$ cat src/rtl/alu_srcb_stage_if.sv
// Operand-B stage bundle interface: upstream valid/ready operand bundle,
// optional write-back bypass inputs, and the downstream valid/ready result.
// master = the side driving operands and consuming alu_b; slave = the stage.
interface alu_srcb_stage_if #(
    parameter int WIDTH     = 32,
    parameter int IMM_WIDTH = 16
);
    logic                 in_valid;
    logic                 in_ready;
    logic [WIDTH-1:0]     register_b;
    logic [IMM_WIDTH-1:0] immediate;
    logic [5:0]           opcode;
    logic [1:0]           alu_src_b;
    logic [4:0]           rt_index;
    logic                 wb_valid;
    logic [4:0]           wb_index;
    logic [WIDTH-1:0]     wb_data;
    logic                 out_valid;
    logic                 out_ready;
    logic [WIDTH-1:0]     alu_b;

    modport master (
        output in_valid, register_b, immediate, opcode, alu_src_b,
               rt_index, wb_valid, wb_index, wb_data, out_ready,
        input  in_ready, out_valid, alu_b
    );

    modport slave (
        input  in_valid, register_b, immediate, opcode, alu_src_b,
               rt_index, wb_valid, wb_index, wb_data, out_ready,
        output in_ready, out_valid, alu_b
    );
endinterface

$ cat src/rtl/alu_srcb_stage.sv
// alu_srcb_stage: immediate extension and ALU operand-B selection, registered
// behind a two-entry skid buffer (output register + skid register).
// Optional feature macro: ALU_SRCB_FWD_EN compiles in the write-back bypass
// for source 0 (register operand). Without it rt_index/wb_* are ignored.
module alu_srcb_stage #(
    parameter int          WIDTH     = 32,
    parameter int          IMM_WIDTH = 16,
    parameter int          SHIFT     = 2,
    parameter int unsigned CONST_B   = 4
) (
    input  logic              clk,
    input  logic              reset,
    alu_srcb_stage_if.slave   bus_if
);

    typedef enum logic [1:0] {
        EMPTY = 2'd0,
        ONE   = 2'd1,
        FULL  = 2'd2
    } state_t;

    state_t           state_q, state_d;
    logic [WIDTH-1:0] out_data_q, out_data_d;
    logic [WIDTH-1:0] skid_data_q, skid_data_d;

    logic             accept;
    logic             drain;
    logic [WIDTH-1:0] reg_val;
    logic [WIDTH-1:0] operand;

    // Extend the instruction immediate according to the opcode class.
    // LUI places the immediate in the upper half of a 32-bit word and then
    // sign-extends that word, so on a 64-bit datapath bit 31 fills the top.
    function automatic logic [WIDTH-1:0] extend_imm(
        input logic [5:0]           op,
        input logic [IMM_WIDTH-1:0] imm
    );
        logic signed [IMM_WIDTH-1:0] imm_s;
        logic signed [31:0]          lui_s;
        imm_s = $signed(imm);
        lui_s = $signed(32'(imm) << 16);
        if (op == 6'h0C || op == 6'h0D || op == 6'h0E) begin
            return WIDTH'(imm);
        end else if (op == 6'h0F) begin
            return WIDTH'(lui_s);
        end else begin
            return WIDTH'(imm_s);
        end
    endfunction

    // Register-source value, optionally bypassed from write-back. The value
    // is captured at accept time, so later write-backs never touch held data.
`ifdef ALU_SRCB_FWD_EN
    always_comb begin
        reg_val = bus_if.register_b;
        if (bus_if.wb_valid && (bus_if.wb_index == bus_if.rt_index) &&
            (bus_if.rt_index != 5'd0)) begin
            reg_val = bus_if.wb_data;
        end
    end
`else
    logic unused_fwd;
    assign unused_fwd = ^{bus_if.rt_index, bus_if.wb_valid,
                          bus_if.wb_index, bus_if.wb_data};
    assign reg_val    = bus_if.register_b;
`endif

    // Operand-B source multiplexer on the incoming bundle.
    always_comb begin
        operand = reg_val;
        unique case (bus_if.alu_src_b)
            2'd0: operand = reg_val;
            2'd1: operand = WIDTH'(CONST_B);
            2'd2: operand = extend_imm(bus_if.opcode, bus_if.immediate);
            2'd3: operand = extend_imm(bus_if.opcode, bus_if.immediate) << SHIFT;
            default: operand = reg_val;
        endcase
    end

    // Handshake: ready depends only on the skid being empty (and reset).
    assign bus_if.in_ready  = !reset && (state_q != FULL);
    assign bus_if.out_valid = (state_q != EMPTY);
    assign bus_if.alu_b     = out_data_q;
    assign accept           = bus_if.in_valid && bus_if.in_ready;
    assign drain            = bus_if.out_valid && bus_if.out_ready;

    // Occupancy FSM next state and data routing between output and skid.
    always_comb begin
        state_d     = state_q;
        out_data_d  = out_data_q;
        skid_data_d = skid_data_q;
        unique case (state_q)
            EMPTY: begin
                if (accept) begin
                    state_d    = ONE;
                    out_data_d = operand;
                end
            end
            ONE: begin
                if (accept && drain) begin
                    out_data_d = operand;
                end else if (accept) begin
                    state_d     = FULL;
                    skid_data_d = operand;
                end else if (drain) begin
                    state_d = EMPTY;
                end
            end
            FULL: begin
                if (drain) begin
                    state_d    = ONE;
                    out_data_d = skid_data_q;
                end
            end
            default: state_d = EMPTY;
        endcase
    end

    // Control and visible output register; reset clears both.
    always_ff @(posedge clk) begin
        if (reset) begin
            state_q    <= EMPTY;
            out_data_q <= '0;
        end else begin
            state_q    <= state_d;
            out_data_q <= out_data_d;
        end
    end

    // Skid data holds no reset: it is only read while the FSM marks it full.
    always_ff @(posedge clk) begin
        skid_data_q <= skid_data_d;
    end

endmodule

$ cat src/flat_wrapper.sv
// flat-port wrapper written by rule: the top's interface ports become plain ports
module alu_srcb_stage_flat 
#(
    parameter int          WIDTH     = 32,
    parameter int          IMM_WIDTH = 16,
    parameter int          SHIFT     = 2,
    parameter int unsigned CONST_B   = 4
)
  (clk, reset, bus_if_in_valid, bus_if_register_b, bus_if_immediate, bus_if_opcode, bus_if_alu_src_b, bus_if_rt_index, bus_if_wb_valid, bus_if_wb_index, bus_if_wb_data, bus_if_out_ready, bus_if_in_ready, bus_if_out_valid, bus_if_alu_b);
  alu_srcb_stage_if #(.WIDTH(WIDTH), .IMM_WIDTH(IMM_WIDTH)) bus_if_i ();
  input  logic clk;
  input  logic reset;
  input wire logic [$bits(bus_if_i.in_valid)-1:0] bus_if_in_valid;
  input wire logic [$bits(bus_if_i.register_b)-1:0] bus_if_register_b;
  input wire logic [$bits(bus_if_i.immediate)-1:0] bus_if_immediate;
  input wire logic [$bits(bus_if_i.opcode)-1:0] bus_if_opcode;
  input wire logic [$bits(bus_if_i.alu_src_b)-1:0] bus_if_alu_src_b;
  input wire logic [$bits(bus_if_i.rt_index)-1:0] bus_if_rt_index;
  input wire logic [$bits(bus_if_i.wb_valid)-1:0] bus_if_wb_valid;
  input wire logic [$bits(bus_if_i.wb_index)-1:0] bus_if_wb_index;
  input wire logic [$bits(bus_if_i.wb_data)-1:0] bus_if_wb_data;
  input wire logic [$bits(bus_if_i.out_ready)-1:0] bus_if_out_ready;
  output wire logic [$bits(bus_if_i.in_ready)-1:0] bus_if_in_ready;
  output wire logic [$bits(bus_if_i.out_valid)-1:0] bus_if_out_valid;
  output wire logic [$bits(bus_if_i.alu_b)-1:0] bus_if_alu_b;
  assign bus_if_i.in_valid = bus_if_in_valid;
  assign bus_if_i.register_b = bus_if_register_b;
  assign bus_if_i.immediate = bus_if_immediate;
  assign bus_if_i.opcode = bus_if_opcode;
  assign bus_if_i.alu_src_b = bus_if_alu_src_b;
  assign bus_if_i.rt_index = bus_if_rt_index;
  assign bus_if_i.wb_valid = bus_if_wb_valid;
  assign bus_if_i.wb_index = bus_if_wb_index;
  assign bus_if_i.wb_data = bus_if_wb_data;
  assign bus_if_i.out_ready = bus_if_out_ready;
  assign bus_if_in_ready = bus_if_i.in_ready;
  assign bus_if_out_valid = bus_if_i.out_valid;
  assign bus_if_alu_b = bus_if_i.alu_b;
  alu_srcb_stage #(.WIDTH(WIDTH), .IMM_WIDTH(IMM_WIDTH), .SHIFT(SHIFT), .CONST_B(CONST_B)) u_core (.clk(clk), .reset(reset), .bus_if(bus_if_i));
endmodule
$ cat config.mk
export PLATFORM = sky130hd
export DESIGN_NAME = alu_srcb_stage_flat
export DESIGN_NICKNAME = d
export VERILOG_FILES = /design/src/rtl/alu_srcb_stage_if.sv /design/src/rtl/alu_srcb_stage.sv /design/src/flat_wrapper.sv
export SDC_FILE = /design/constraint.sdc
export NUM_CORES = 1
export LEC_CHECK = 0
export CORE_MARGIN = 5
export CORE_UTILIZATION = 45
export DETAILED_ROUTE_END_ITERATION = 8
export PLACE_DENSITY = 0.79
export SETUP_SLACK_MARGIN = 0.05
export SYNTH_ARGS = -nofsm -noshare
export SYNTH_HDL_FRONTEND = slang
export SYNTH_SLANG_ARGS = --single-unit
$ cat constraint.sdc
create_clock -name clk -period 3.57 [get_ports clk]
set_input_delay 0.714 -clock clk [delete_from_list [all_inputs] [get_ports clk]]
set_output_delay 0.714 -clock clk [all_outputs]
set_load 0.1 [all_outputs]
==> impl_metrics.py <==
metrics = {
    "logic_synthesis": {
        "synth.net_count": 503,
        "synth.mux.area_fraction_pct": 2.38,
        "syn-instance-count": 400,
        "synth_edf_count": 32,
        "syn_area_mm2": 0.00373,
        "synth_area_per_cell_um2": 9.34,
        "ys.flop_type": "dfxtp_1",
        "async_flop_share_pct": 0,
        "ys_top_cells_by_area": "edfxtp_1, dfxtp_1, o211ai_1",
        "yosysSeqAreaShare_pct": 44.0,
        "synth_top_area_share_pct": 25.7,
        "synth_cell_type_count": 57,
        "synthSimpleGateAreaFrac_pct": 23.7,
        "synth_top_family_by_area": "compound AO/OA/AOI/OAI gates",
        "synth_compound_area_share_pct": 24.4,
        "synth_xor_area_share_pct": 0,
        "ys_warn_count": 0,
        "synth_area_leader_cell": "edfxtp_1",
        "ys_seq_elements": 66,
        "synthAdderAreaFrac_pct": 0,
    },
    "routing": {
        "route.detailed.drc": 0,
        "ant_nets": 0,
        "wl_per_cell_um": 19.6,
        "drt-vias-per-instance": 6.17,
        "routed_wl_um": 11700,
        "vias": 3666,
        "first_pass_iters": 6,
        "drt-initial-drc-count": 347,
    },
    "power_and_ir_drop": {
        "peakVddDrop_v": 0.000180,
        "p_per_area_mw_per_mm2": 418,
        "p_total_w": 0.00207,
        "power_leakage_nw": 1.77,
    },
    "critical_path": {
        "r2r_end": "u_core.bus_if.alu_b[11]$_SDFFE_PP0P_",
        "cp-end-kind": "output pin",
        "critPathKind": "in -> out",
        "reg2regPathDepth": 5,
        "critPathMaxFanout": 24,
        "cp_cell_sequence": "clkdlybuf4s50_1, buf_4, nor2_1, buf_12",
        "required_ns": 2.86,
        "slowest_delay_ns": 0.54,
        "worstSetupEndpoint": "bus_if_in_ready",
        "rrSetupSlack_ns": 1.42,
        "slowest_stage": "clkdlybuf4s50_1",
        "cp.arrival_ns": 1.96,
        "start_kind": "input pin",
        "crit-reg2reg-launch": "u_core.state_q[1]$_SDFFE_PP0P_",
        "crit_path_start": "reset",
    },
    "clock_network": {
        "cts.path.max_buffers": 2,
        "insertion_delay_ns": 0.35,
        "clock_sinks": 66,
        "h-tree-depth": 3,
        "ctsResizeCount": 0,
        "clkSlewWorstSetupHoldPaths_ns": 0.06,
        "cts_root_buf": "clkbuf_8",
        "cts_tree": "yes",
        "cts_buffers": 9,
        "post-cts-setup-buffers": 0,
        "hold_buffers": 0,
    },
    "final_layout": {
        "seqCellArea_mm2": 0.00164,
        "multi_input_area_mm2": 0.00189,
        "area_delta_synth_final_pct": 32.7,
        "design_area_mm2": 0.00495,
        "nFillCells": 723,
        "nNetsFinal": 587,
        "diodes": 0,
        "drive_gt1_share_pct": 10.8,
    },
    "global_routing": {
        "busiest_layer": "met2",
        "grt_pass1_vias": 3514,
        "use_met2_pct": 36.0,
        "antenna_found_initial": 0,
        "grt_pass1_wl_um": 18000,
        "grt_use_met3_pct": 3.60,
        "grt.met1_usage_pct": 29.8,
        "grt.total_usage_pct": 22.6,
        "grt_max_degree": 34,
        "grt_overflow": 0,
    },
    "sta": {
        "finalCritPeriodShare_pct": 74.9,
        "rsz0062_at_grt": "no",
        "final_hold_viol_count": 0,
        "drv_slew": 0,
        "fin_tns_setup_ns": 0,
        "relSlewSlack_pct": 29.3,
        "finClkSkew_ns": 0.00650,
        "tightest_slew_ns": 1.06,
        "finalSetupViolations": 0,
        "max_freq_ghz": 0.374,
        "setup_slack_ns": 0.896,
        "period_minus_slack_ns": 2.67,
    },
    "run": {
        "maxCapViolCount": 0,
    },
    "floorplan": {
        "die-area_mm2": 0.0102,
        "core_area_mm2": 0.00813,
        "ioPinCount": 137,
        "die_w_um": 101,
        "num_rows": 33,
        "die_y_um": 101,
        "initial_core_util_pct": 45.9,
    },
    "placement": {
        "dp_hpwl_um": 8280,
        "io_buffer_count": 93,
        "pre_cts_slack_ns": 0.564,
        "placed_cell_area_mm2": 0.00474,
        "place_congestion": 0.960,
    },
    "outcome": {
        "status": "complete, no violations",
    },
    "hold_path": {
        "hold_class": "reg -> reg",
    },
}
[routing by layer]
layer  vias to the layer above  wire length (µm)
met1                      1751              4890
met3                        31               847
met5                         -                 0
li1                       1707                 -
met4                         0               372
met2                       177              5550
[critical path: cells and delay by family]
| kind | cells | cell delay (ns) |
|---|---|---|
| AND/OR/NAND/NOR | 1 | 0.14 |
| buffers and inverters | 3 | 1.09 |
[placed cells by master (no fill, tap or decap), types with 9 or more instances in the layout]
master	n
a21oi_1	9
a32o_1	12
and2_1	9
buf_4	16
clkbuf_8	11
clkdlybuf4s50_1	91
dfxtp_1	34
edfxtp_1	32
nand2_1	30
nand2b_1	23
nand3_1	19
nand4_1	24
nor2_1	42
o211ai_1	27
o21ai_0	13
[Yosys cell counts (all sizes together) (4+ instances only)]
library cell / instances
dfxtp: 34
nand3: 19
o211ai: 27
inv: 7
a211oi: 5
o22ai: 4
a21oi: 9
o221a: 9
nand2: 30
nand4: 24
nor2b: 7
a32oi: 7
nor2: 43
and2: 10
nor3: 4
mux2: 4
edfxtp: 32
mux2i: 4
o21ai: 17
buf: 25
a32o: 12
clkbuf: 10
nand2b: 23
[sequential cells by signal (all words and copies together), names as in the netlist]
name	cells
u_core.bus_if.alu_b	32
u_core.skid_data_q	32
u_core.state_q	2
[area by class of cell]
cell class	count	area share (%)
Multi-Input combinational cell	292	38.1
Sequential cell	66	33.1
Timing Repair Buffer	108	21.2
Clock buffer	15	3.79
Tap cell	105	2.65
Clock inverter	1	0.606
Inverter	7	0.530
[per-stage QoR]
stage,util (%),hold slack [ns],std cells
after detailed placement,58.2,0.452,578
after global placement,58.2,0.449,578
final,60.9,0.459,594
after floorplan,-,0.552,400
after CTS,60.9,0.461,594
after global routing,60.9,0.484,594
[power by group]
| part | switching [W] | internal (W) | total [W] |
|---|---|---|---|
| Sequential | 0.0000165 | 0.000827 | 0.000844 |
| Combinational | 0.000351 | 0.000181 | 0.000532 |
| Clock | 0.000289 | 0.000405 | 0.000694 |
| Total | 0.000657 | 0.00141 | 0.00207 |
[how the worst min path moves through the flow]
stage / start / to / slack [ns] / cells after the start
after global placement: u_core.bus_if.alu_b[15]$_SDFFE_PP0P_ / u_core.bus_if.alu_b[15]$_SDFFE_PP0P_ / 0.45 / 2
after CTS: u_core.bus_if.alu_b[15]$_SDFFE_PP0P_ / u_core.bus_if.alu_b[15]$_SDFFE_PP0P_ / 0.46 / 2
after floorplan: u_core.skid_data_q[10]$_DFFE_PP_ / u_core.bus_if.alu_b[10]$_SDFFE_PP0P_ / 0.55 / 2
after global routing: u_core.bus_if.alu_b[15]$_SDFFE_PP0P_ / u_core.bus_if.alu_b[15]$_SDFFE_PP0P_ / 0.48 / 2
final: u_core.bus_if.alu_b[15]$_SDFFE_PP0P_ / u_core.bus_if.alu_b[15]$_SDFFE_PP0P_ / 0.46 / 2
after detailed placement: u_core.bus_if.alu_b[15]$_SDFFE_PP0P_ / u_core.bus_if.alu_b[15]$_SDFFE_PP0P_ / 0.45 / 2
[logic make-up (layout without fill, tap and decap cells)]
logic type      after synthesis  after routing
buf+inv                      42            131
simple gates                170            170
compound gates              114            114
flops                        66             66
mux                           8              8
Power figures use the tool's default switching activity.
